### config.mk
export PLATFORM = sky130hd
export DESIGN_NAME = rt_ibex_pcs_restore_seq
export DESIGN_NICKNAME = d
export VERILOG_FILES = /design/src/rtl/rt_ibex_pcs_pkg.sv /design/src/rtl/rt_ibex_pcs_restore_seq.sv
export SDC_FILE = /design/constraint.sdc
export NUM_CORES = 1
export LEC_CHECK = 0
export CORE_MARGIN = 4
export CORE_UTILIZATION = 35
export CTS_BUF_LIST = sky130_fd_sc_hd__clkbuf_8
export DETAILED_ROUTE_END_ITERATION = 7
export PLACE_DENSITY_LB_ADDON = 0.2
export SYNTH_ARGS = -nofsm -noshare
export SYNTH_HDL_FRONTEND = slang
export SYNTH_SLANG_ARGS = --single-unit
### constraint.sdc
create_clock -name clk_i -period 2.2 [get_ports clk_i]
set_input_delay 0.22 -clock clk_i [delete_from_list [all_inputs] [get_ports clk_i]]
set_output_delay 0.22 -clock clk_i [all_outputs]
set_load 0.01 [all_outputs]
### src/rtl/rt_ibex_pcs_pkg.sv
// rtl/rt_ibex_pcs_pkg.sv - shared types and register map for the PCS store/restore path
//
// Purpose: restore FSM state type, the number of saved registers, and the
//          bundle-index -> register-address table. The store side packs its
//          bundle with the same table, so entry i always means the same register.
// Ports:   none (package).
package rt_ibex_pcs_pkg;

  typedef enum logic [1:0] {
    IDLE  = 2'd0,
    WRITE = 2'd1,
    DONE  = 2'd2
  } pcs_restore_state_t;

  localparam int PcsNrSavedRegs  = 9;
  localparam int PcsMaxSavedRegs = 16;

  // Entry 0 is the rightmost element: x1, x5, x6, x7, x10..x14 cover the
  // default bundle. Entries 9..15 extend the order for larger bundles.
  localparam logic [PcsMaxSavedRegs-1:0][4:0] PcsRegAddr = {
    5'd31, 5'd30, 5'd29, 5'd28, 5'd17, 5'd16, 5'd15,
    5'd14, 5'd13, 5'd12, 5'd11, 5'd10, 5'd7, 5'd6, 5'd5, 5'd1
  };

endpackage

### src/rtl/rt_ibex_pcs_restore_seq.sv
// rtl/rt_ibex_pcs_restore_seq.sv - serial register-file restore of a PCS bundle
//
// Purpose: captures the saved-register bundle on the LIFO restore strobe and
//          writes it back to the register file one register per granted cycle.
//          The pipeline is stalled for the whole sequence.
// Ports:
//   clk_i, rst_ni            clock, asynchronous active-low reset
//   restore_en_i             one-cycle restore strobe
//   restore_data_i           packed bundle, entry i -> PcsRegAddr[i]
//   rf_we_o/waddr_o/wdata_o  register-file write request
//   rf_wgnt_i                write port granted this cycle
//   busy_o                   pipeline stall request
//   done_o                   one-cycle pulse after the last write
//   overrun_o                sticky: strobe arrived while not idle
//   overrun_clr_i            clears overrun_o (a simultaneous set wins)
module rt_ibex_pcs_restore_seq
  import rt_ibex_pcs_pkg::*;
#(
  parameter int NrSavedRegs  = PcsNrSavedRegs,
  parameter int DataWidth    = 32,
  parameter int RegAddrWidth = 5
) (
  input  logic                                  clk_i,
  input  logic                                  rst_ni,
  input  logic                                  restore_en_i,
  input  logic [NrSavedRegs-1:0][DataWidth-1:0] restore_data_i,
  output logic                                  rf_we_o,
  output logic [RegAddrWidth-1:0]               rf_waddr_o,
  output logic [DataWidth-1:0]                  rf_wdata_o,
  input  logic                                  rf_wgnt_i,
  output logic                                  busy_o,
  output logic                                  done_o,
  output logic                                  overrun_o,
  input  logic                                  overrun_clr_i
);

  localparam int IdxW = (NrSavedRegs > 1) ? $clog2(NrSavedRegs) : 1;

  pcs_restore_state_t                    r_state;
  pcs_restore_state_t                    w_state_next;
  logic [NrSavedRegs-1:0][DataWidth-1:0] r_buf;
  logic [IdxW-1:0]                       r_idx;
  logic                                  r_overrun;

  logic w_capture;
  logic w_last;
  logic w_advance;
  logic w_overrun_set;

  assign w_capture     = (r_state == IDLE) && restore_en_i;
  assign w_last        = (r_idx == IdxW'(NrSavedRegs - 1));
  // The index stops at the last entry; leaving WRITE is what ends the walk.
  assign w_advance     = (r_state == WRITE) && rf_wgnt_i && !w_last;
  assign w_overrun_set = (r_state != IDLE) && restore_en_i;

  always_ff @(posedge clk_i or negedge rst_ni) begin
    if (!rst_ni) begin
      r_state   <= IDLE;
      r_buf     <= '0;
      r_idx     <= '0;
      r_overrun <= 1'b0;
    end else begin
      r_state <= w_state_next;
      if (w_capture) begin
        r_buf <= restore_data_i;
        r_idx <= '0;
      end else if (w_advance) begin
        r_idx <= r_idx + IdxW'(1);
      end
      if (w_overrun_set) begin
        r_overrun <= 1'b1;
      end else if (overrun_clr_i) begin
        r_overrun <= 1'b0;
      end
    end
  end

  // Write request depends only on registered state: a denied grant simply
  // leaves the same address/data presented next cycle.
  always_comb begin
    w_state_next = r_state;
    rf_we_o      = 1'b0;
    rf_waddr_o   = '0;
    rf_wdata_o   = '0;
    done_o       = 1'b0;
    case (r_state)
      IDLE: begin
        if (restore_en_i) begin
          w_state_next = WRITE;
        end
      end
      WRITE: begin
        rf_we_o    = 1'b1;
        rf_waddr_o = RegAddrWidth'(PcsRegAddr[r_idx]);
        rf_wdata_o = r_buf[r_idx];
        if (rf_wgnt_i && w_last) begin
          w_state_next = DONE;
        end
      end
      DONE: begin
        done_o       = 1'b1;
        w_state_next = IDLE;
      end
      default: begin
        w_state_next = IDLE;
      end
    endcase
  end

  // Stall already in the strobe cycle so nothing reads stale registers.
  assign busy_o    = restore_en_i || (r_state != IDLE);
  assign overrun_o = r_overrun;

endmodule

* Yosys cells after proc, flatten, opt, wreduce, memory -nomap -nowiden
Memory sizes are Yosys's and may differ from the RTL's.
Cells that the tools add are included.
** Storage, ports and cells
- Input bits :: 293
- Output and inout port bits :: 41
- Logic and storage cells :: 46
- Memories :: 1
- Memory bits (read-only) :: 80
- Bits in registers :: 295
** Memory list
- (no name shown) :: words 16, width 5, rd ports 1, clocked after memory_dff 0, write ports 0, line rt_ibex_pcs_restore_seq.sv:94 : rf_waddr_o = RegAddrWidth'(PcsRegAddr[r_idx]);
** Operators by class
- Equality and inequality tests :: 5
- Reductions and logical operators :: 12
- Add/subtract/negate cells :: 1
- Muxes and demuxes :: 14
- $lt $le $gt $ge :: 1
** Operators by type and width (count)
- $bmux 32 s4 :: 1
- $mux 32 :: 2
- $mux 5 :: 2
- $mux 4 :: 2
- $reduce_bool 2->1 :: 3
- $logic_and 1x1->1 :: 5
- $lt 4x5->1 const B :: 1
- $add 4x1->4 const B :: 1
- $eq 4x4->1 const B :: 1
- $mux 1 :: 4
- $mux 2 :: 2
- $pmux 2 s2 :: 1
- $eq 2x1->1 const B :: 1
- $eq 2x2->1 const B :: 1
- $logic_not 2->1 :: 1
- $ne 2x1->1 const B :: 1
- $ne 2x2->1 const B :: 1
- $reduce_and 2->1 :: 1
- $logic_not 1->1 :: 1
- $logic_or 1x1->1 :: 1

* Depth between registers and ports, before layout
Gate-level depths: netlist (run 1).
- Depth in word-level cells :: 5
- Mapped depth :: 10
- Mapped depth without buffers :: 6

* Worst setup path after synthesis (run 1)
No wires, ideal clock.
- Path kind :: register to register
- Start point :: reg r_idx[1]
- End point :: reg r_idx[3]
- Data arrival time :: 1.885 ns
- Data required time :: 2.123 ns
- Path buffers :: 3
- Clock period less this slack :: 1.963 ns
- Setup slack :: 0.237 ns
- Library setup time :: 0.077 ns
- Cell stages (with the launch flop) :: 10
- Cell sequence :: dfrtp_1 -> buf_2 -> inv_1 -> clkbuf_1 -> ha_1 -> nand3b_1 -> and3_1 -> clkbuf_1 -> a31o_2 -> a21oi_1
** On the way
- Cells in the longest elaborated chain, start to end :: 4
- Elaborated cells on any way between the ends :: 7
- Classes of those cells :: add/sub (1); eq/ne (1); mux (2); reduce/logical (3)
** Ends and longest elaborated chain
- start, declared :: line rt_ibex_pcs_restore_seq.sv:42 : logic [IdxW-1:0] r_idx;
- start signal, assigned :: line rt_ibex_pcs_restore_seq.sv:68 : r_idx <= r_idx + IdxW'(1);
- branches (longest 4 deep; another with $add 4x1->4)
Parallel ways; which one is timed is not known. The select of a mux whose other input is x is not followed.
A chain may end at the register's enable or synchronous reset.

* Worst setup path in the final report (run 1)
- Start point :: reg r_idx[0]
- End point :: out rf_wdata_o[20]
** On the way
- Cells in the longest elaborated chain, start to end :: 3
** Ends and longest elaborated chain
- $bmux 32 s4 :: line rt_ibex_pcs_restore_seq.sv:95 : rf_wdata_o = r_buf[r_idx];
- $mux 32 (not written as such) :: line rt_ibex_pcs_restore_seq.sv:95
- $mux 32 :: line rt_ibex_pcs_restore_seq.sv:86 : case (r_state)
- end, declared :: line rt_ibex_pcs_restore_seq.sv:29 : output logic [DataWidth-1:0] rf_wdata_o,
No other way between the ends. The select of a mux whose other input is x is not followed.

==> results.cfg, run 1 <==
[clock_network]
clockRootBuffer = clkbuf_8
clk_latency_ns = 0.62
cts_tree = built
clk_pin_slew_ns = 0.06
cts_max_level = 2
cts_buffers = 54
cts_buffer_depth = 3
numClockSinks = 295

[timing]
relSlewSlack_pct = 70.85
grt_setup_unrepaired = yes
fmax_mhz = 360.7
maxSlewViolCount = 0
hold_violations = 0
fin_skew_ns = 0.02094
finalSetupTns_ns = -15.75
finalWorstSetupSlack_ns = -0.5722
finalCriticalPeriod_ns = 2.772
setup_viol = 34
post-route-period-util_pct = 126.0
tightestPinTransition_ns = 0.4372

[critical_path]
r2r_end = r_idx[3]$_DFFE_PN0P_
arrival_ns = 2.55
cp-end-kind = output pin
reg2reg_depth = 10
cp.depth = 7
cp_common_cell = buf_12
required_ns = 1.98
path_buf_inv = 4
regToRegSetupSlack_ns = 0.07
critical_path.max_fanout = 7
crit_chain = buf_12 > buf_12 > buf_4 > mux2_2 > a221oi_2 > nor3_2 > buf_2
crit_start = r_idx[0]$_DFFE_PN0P_
worstReg2RegStart = r_idx[0]$_DFFE_PN0P_
crit_slowest_cell = dfrtp_4
endpoint = rf_wdata_o[20]
path_delay_family = buffers and inverters
crit_type = reg2out
worstSetupStartpointType = flip-flop
max_stage_delay_ns = 0.55

[synth]
syn_inst = 981
postSynthAreaPerCell_um2 = 14.13
synth-seq-cells = 295
synthTopCellsByArea = dfrtp_1 (53%), mux2_2 (31%), a221oi_1 (3.4%)
synth_ff_type = dfrtp_1
netlist.area_leader.share_pct = 53.26
synth_nets = 1280
synthDistinctLibCells = 34
synth_edf_count = 0
yosysTopAreaCell = dfrtp_1
ys_seq_area_share_pct = 53.26
async_reset_ff_share_pct = 100.0
yosysWarnings = 0
synth_area_mm2 = 0.01386

[drt]
wire_per_inst_um = 22.88
wl_met3_um = 2828
vias_per_cell = 5.028
wl_met1_um = 18570
routed.top_layer = met5
wl_um = 45440
drt_pass1_iterations = 4
drc = 0
ant_nets = 0
dr.first_iter.drc_count = 444
via_count = 9986
dr_wl_met2_um = 23050

[pwr]
max-vdd-ir-drop_mv = 0.6373
p_leak_nw = 8.655
power_density_mw_per_mm2 = 1561

[run_status]
violations = setup timing
status = finished with violations

[placement]
place_hpwl_um = 31920
placedCellCount = 1851
place_congestion = 0.8061
dp_slack_ns = -0.5366
portBuffers = 333

[global_routing]
antenna_found_initial = 3
grt_max_degree = 73
grt-ovfl-total = 0
track_usage_pct = 20.55
grt_pass1_wl_um = 68050
grt_pass1_vias = 11042

[finish]
area_growth_pct = 52.36
drive_gt1_share_pct = 51.77
final_common_cell = mux2_2
final_nets = 1726
nFillCells = 3363
layout_common_cells = mux2_2 (352), clkdlybuf4s50_1 (293), dfrtp_1 (291)
stdcell_count = 1986

[die]
die_w_um = 207.0
initial_core_util_pct = 35.62
die_area_mm2 = 0.04285
io_pins = 334
dieHeight_um = 207.0
core_mm2 = 0.03892
rows = 72

[hold_path]
min_path_type = in2async

[run]
maxCapViolCount = 0
## cells by family (layout without fill, tap and decap cells)
logic type | Yosys count | after routing | synth area share [%]
AOI/OAI and AO/OA | 104 | 104 | 6.102
xor gates and xnor gates | 3 | 3 | 0.1896
adders and majority gates | 6 | 6 | 0.5416
buffers and inverters | 87 | 572 | 3.719
DFF | 295 | 295 | 53.26
muxes | 416 | 416 | 33.54
other | 0 | 2 | 0
and+or+nand+nor | 70 | 70 | 2.645
## area by class of cell
cell class / count / area [um^2] / share of cell area [%]
flip-flops and latches: 295 / 7390 / 34.99
multi-input cells: 599 / 7052 / 33.39
repair buffers: 470 / 4892 / 23.17
clock buffers: 70 / 963.4 / 4.562
well taps: 518 / 648.1 / 3.069
clock inverters: 25 / 131.4 / 0.6221
inverters: 7 / 36.28 / 0.1718
diodes: 2 / 5.005 / 0.02370
## state kept, by name, indices dropped and copies added (netlist names)
| signal | flops |
|---|---|
| overrun_o | 1 |
| r_buf | 288 |
| r_idx | 4 |
| r_state | 2 |
## through the flow
stage          power, mW  hold slack (ns)  util [%]  cell area [um^2]
3_3_place_gp       24.36           0.1762     47.59             18520
2_1_floorplan      17.78         -0.07559         -             13860
3_5_place_dp       24.54           0.1748     47.59             18520
4_1_cts            32.38          0.07461     53.26             20730
6_report           32.97           0.1012     54.26             21120
5_1_grt            34.89           0.1210     54.25             21110
## per-layer routing
layer / up-vias / global-route usage [%]
met5: - / 0
met4: 6 / 6.224
met3: 59 / 5.643
met2: 277 / 35.15
met1: 5062 / 25.50
li1: 4582 / -
## power by group
group / switching [mW] / total [mW] / internal [mW]
Combinational: 7.93 / 17.8 / 9.87
Clock: 2.32 / 5.26 / 2.94
Sequential: 1.66 / 9.90 / 8.24
Total: 11.9 / 33.0 / 21.1
## worst register-to-register path, cell delays in order, from the launching register on
cell and delay, ns:
dfrtp_4 0.58, buf_16 0.19, buf_8 0.15, buf_12 0.15, inv_8 0.06, ha_4 0.12
buf_4 0.09, nand3b_1 0.11, and3_4 0.23, a31o_2 0.25, a21oi_2 0.13
## how the worst min path moves through the flow
| stage | from | end | slack [ns] | cells past startpoint |
|---|---|---|---|---|
| 6_report | rst_ni | r_buf[102]$_DFFE_PN0P_ | 0.10 | 2 |
| 5_1_grt | rst_ni | r_buf[240]$_DFFE_PN0P_ | 0.12 | 2 |
| 4_1_cts | rst_ni | r_buf[102]$_DFFE_PN0P_ | 0.07 | 2 |
| 3_5_place_dp | rst_ni | r_buf[102]$_DFFE_PN0P_ | 0.17 | 1 |
| 3_3_place_gp | rst_ni | r_buf[102]$_DFFE_PN0P_ | 0.18 | 1 |
| 2_1_floorplan | rst_ni | overrun_o$_DFFE_PN0P_ | -0.08 | 0 |
## cell usage after synthesis, types with 6 or more instances
cell and n:
o2bb2ai_1 27, buf_4 28, buf_2 25, nor2_1 11, clkbuf_1 17, nor3_1 34, mux2_2 378, mux2i_1 37
dfrtp_1 295, inv_1 7, a221oi_1 54, a31oi_1 10, ha_1 6, buf_6 7, o21ai_0 6
## timing repair
action                     in CTS  in global routing
setup endpoints to repair      39                 39
buffers inserted               30                 12
pin swaps                      53                 29
hold buffers                    1                  0
gates resized for setup       328                 74
hold endpoints to repair      295                  0
gates cloned                    6                  1
Power figures use the tool's default switching activity.
==> run 2: changes to the inputs <==
--- a/config.mk
+++ b/config.mk
@@ -9,7 +9,7 @@
 export CORE_UTILIZATION = 35
 export CTS_BUF_LIST = sky130_fd_sc_hd__clkbuf_8
 export DETAILED_ROUTE_END_ITERATION = 7
-export PLACE_DENSITY_LB_ADDON = 0.2
+export PLACE_DENSITY = 0.58
 export SYNTH_ARGS = -nofsm -noshare
 export SYNTH_HDL_FRONTEND = slang
 export SYNTH_SLANG_ARGS = --single-unit
==> run 2 against run 1 <==
Compared with the run above: the run still ends with setup timing left; cell count increased by 0.40%; total power grew 0.60%; register-to-register slack better by 0.21 ns; via count is 0.72% higher; combinational power up 3%; critical path depth is the same; global-route usage up 0.33 points; critical path type unchanged; critical endpoint is now rf_wdata_o[19]; largest cell class unchanged.
==> results.cfg, run 2 (synthesis gave the netlist of run 1 again) <==
[placement]
portBuffers = 333
place_congestion = 0.7685
placedCellCount = 1842
place_hpwl_um = 32220

[drt]
wire_per_inst_um = 23.54
wl_um = 46940
drc = 0
vias_per_cell = 5.044
drt_pass1_iterations = 4
via_count = 10058
dr.first_iter.drc_count = 417
ant_nets = 0

[clock_network]
cts_buffers = 53
cts_max_level = 2
clk_latency_ns = 0.62
cts_tree = built
clk_pin_slew_ns = 0.06
numClockSinks = 295
clockRootBuffer = clkbuf_8
cts_buffer_depth = 3

[pwr]
power_density_mw_per_mm2 = 1569
p_leak_nw = 8.690
total_power_mw = 33.17
max-vdd-ir-drop_mv = 0.7538

[finish]
stdcell_count = 1994
layout_common_cells = mux2_2 (357), clkdlybuf4s50_1 (293), dfrtp_1 (291)
drive_gt1_share_pct = 51.49
register_area_mm2 = 0.007390
multi_input_area_mm2 = 0.006960
largest_register = r_buf
largest_reg_flops = 288
final_nets = 1742
top_regs = r_buf: 288 flops, r_idx: 4 flops, r_state: 2 flops
area_growth_pct = 52.55
nFillCells = 3349
final_common_cell = mux2_2

[run_status]
status = finished with violations
violations = setup timing

[critical_path]
required_ns = 1.98
arrival_ns = 2.51
critical_path.max_fanout = 8
crit_type = reg2out
cp-end-kind = output pin
worstSetupStartpointType = flip-flop

[run]
maxCapViolCount = 0

[timing]
finalCriticalPeriod_ns = 2.728
finalSetupTns_ns = -15.95
setup_viol = 35
maxSlewViolCount = 0
grt_setup_unrepaired = yes
tightestPinTransition_ns = 0.5588
relSlewSlack_pct = 62.75
fmax_mhz = 366.6
post-route-period-util_pct = 124.0
finalWorstSetupSlack_ns = -0.5280
holdWs_ns = 0.1397
hold_violations = 0
fin_skew_ns = 0.02010

[die]
initial_core_util_pct = 35.62
dieHeight_um = 207.0
core_mm2 = 0.03892
die_w_um = 207.0
io_pins = 334
die_area_mm2 = 0.04285
rows = 72

[global_routing]
grt_max_degree = 60
antenna_found_initial = 3
track_usage_pct = 20.88
grt_pass1_wl_um = 68650
grt-ovfl-total = 0
grt_pass1_vias = 10904

[hold_path]
min_path_type = in2async
-- run 2: metal layers --
layer | track usage, % | part of all wire, %
met3 | 5.946 | 6.2
met2 | 35.78 | 50
met1 | 25.83 | 41
met4 | 6.065 | 2.0
met5 | 0 | 0.068
-- run 2: final timing paths --
path | from | end | slack (ns) | depth (start not counted)
worst max-delay path | r_idx[0]$_DFFE_PN0P_ | rf_wdata_o[19] | -0.53 | 7
worst min-delay path | rst_ni | r_buf[69]$_DFFE_PN0P_ | 0.14 | 2
worst max register to register | r_idx[0]$_DFFE_PN0P_ | r_idx[3]$_DFFE_PN0P_ | 0.28 | 9
worst min register to register | r_buf[126]$_DFFE_PN0P_ | r_buf[126]$_DFFE_PN0P_ | 0.50 | 1
max in group asynchronous | rst_ni | r_buf[93]$_DFFE_PN0P_ | 1.26 | 3
min in group clk_i | overrun_clr_i | overrun_o$_DFFE_PN0P_ | 0.17 | 2
-- run 2: metrics by stage --
step | setup WS, ns | cell area, um^2 | utilization (%)
floorplan | 0.2375 | 13860 | -
global placement | -0.5955 | 18350 | 47.15
detailed placement | -0.6190 | 18350 | 47.15
CTS | -0.6415 | 20500 | 52.69
global route | -0.6417 | 21140 | 54.32
finish | -0.5280 | 21140 | 54.33
-- run 2: final cells by class --
cell class	count	share of cell area, %
diodes	2	0.02367
clock buffers	67	4.361
clock inverters	19	0.5030
inverters	7	0.1361
multi-input cells	599	32.92
flip-flops and latches	295	34.95
well taps	518	3.065
repair buffers	487	24.04
-- run 2: repair_timing --
| action | 4_1_cts | 5_1_grt |
|---|---|---|
| resized for setup | 295 | 83 |
| setup buffers | 37 | 21 |
| hold buffers | 1 | 0 |
| hold endpoints to repair | 181 | 0 |
| gates cloned | 7 | 6 |
| endpoints found under the setup margin | 39 | 36 |
| pin swaps | 49 | 34 |
-- run 2: worst max-delay path, cell delays in order (launching register included) --
cell	delay, ns
dfrtp_4	0.53
buf_12	0.16
buf_16	0.14
buf_12	0.14
mux2_4	0.32
a221oi_4	0.35
nor3_2	0.07
buf_2	0.16
-- run 2: power breakdown --
part           switching [mW]  total (mW)  internal, mW
Clock                    2.26        5.07          2.81
Combinational            8.19        18.3          10.1
Sequential               1.54        9.78          8.24
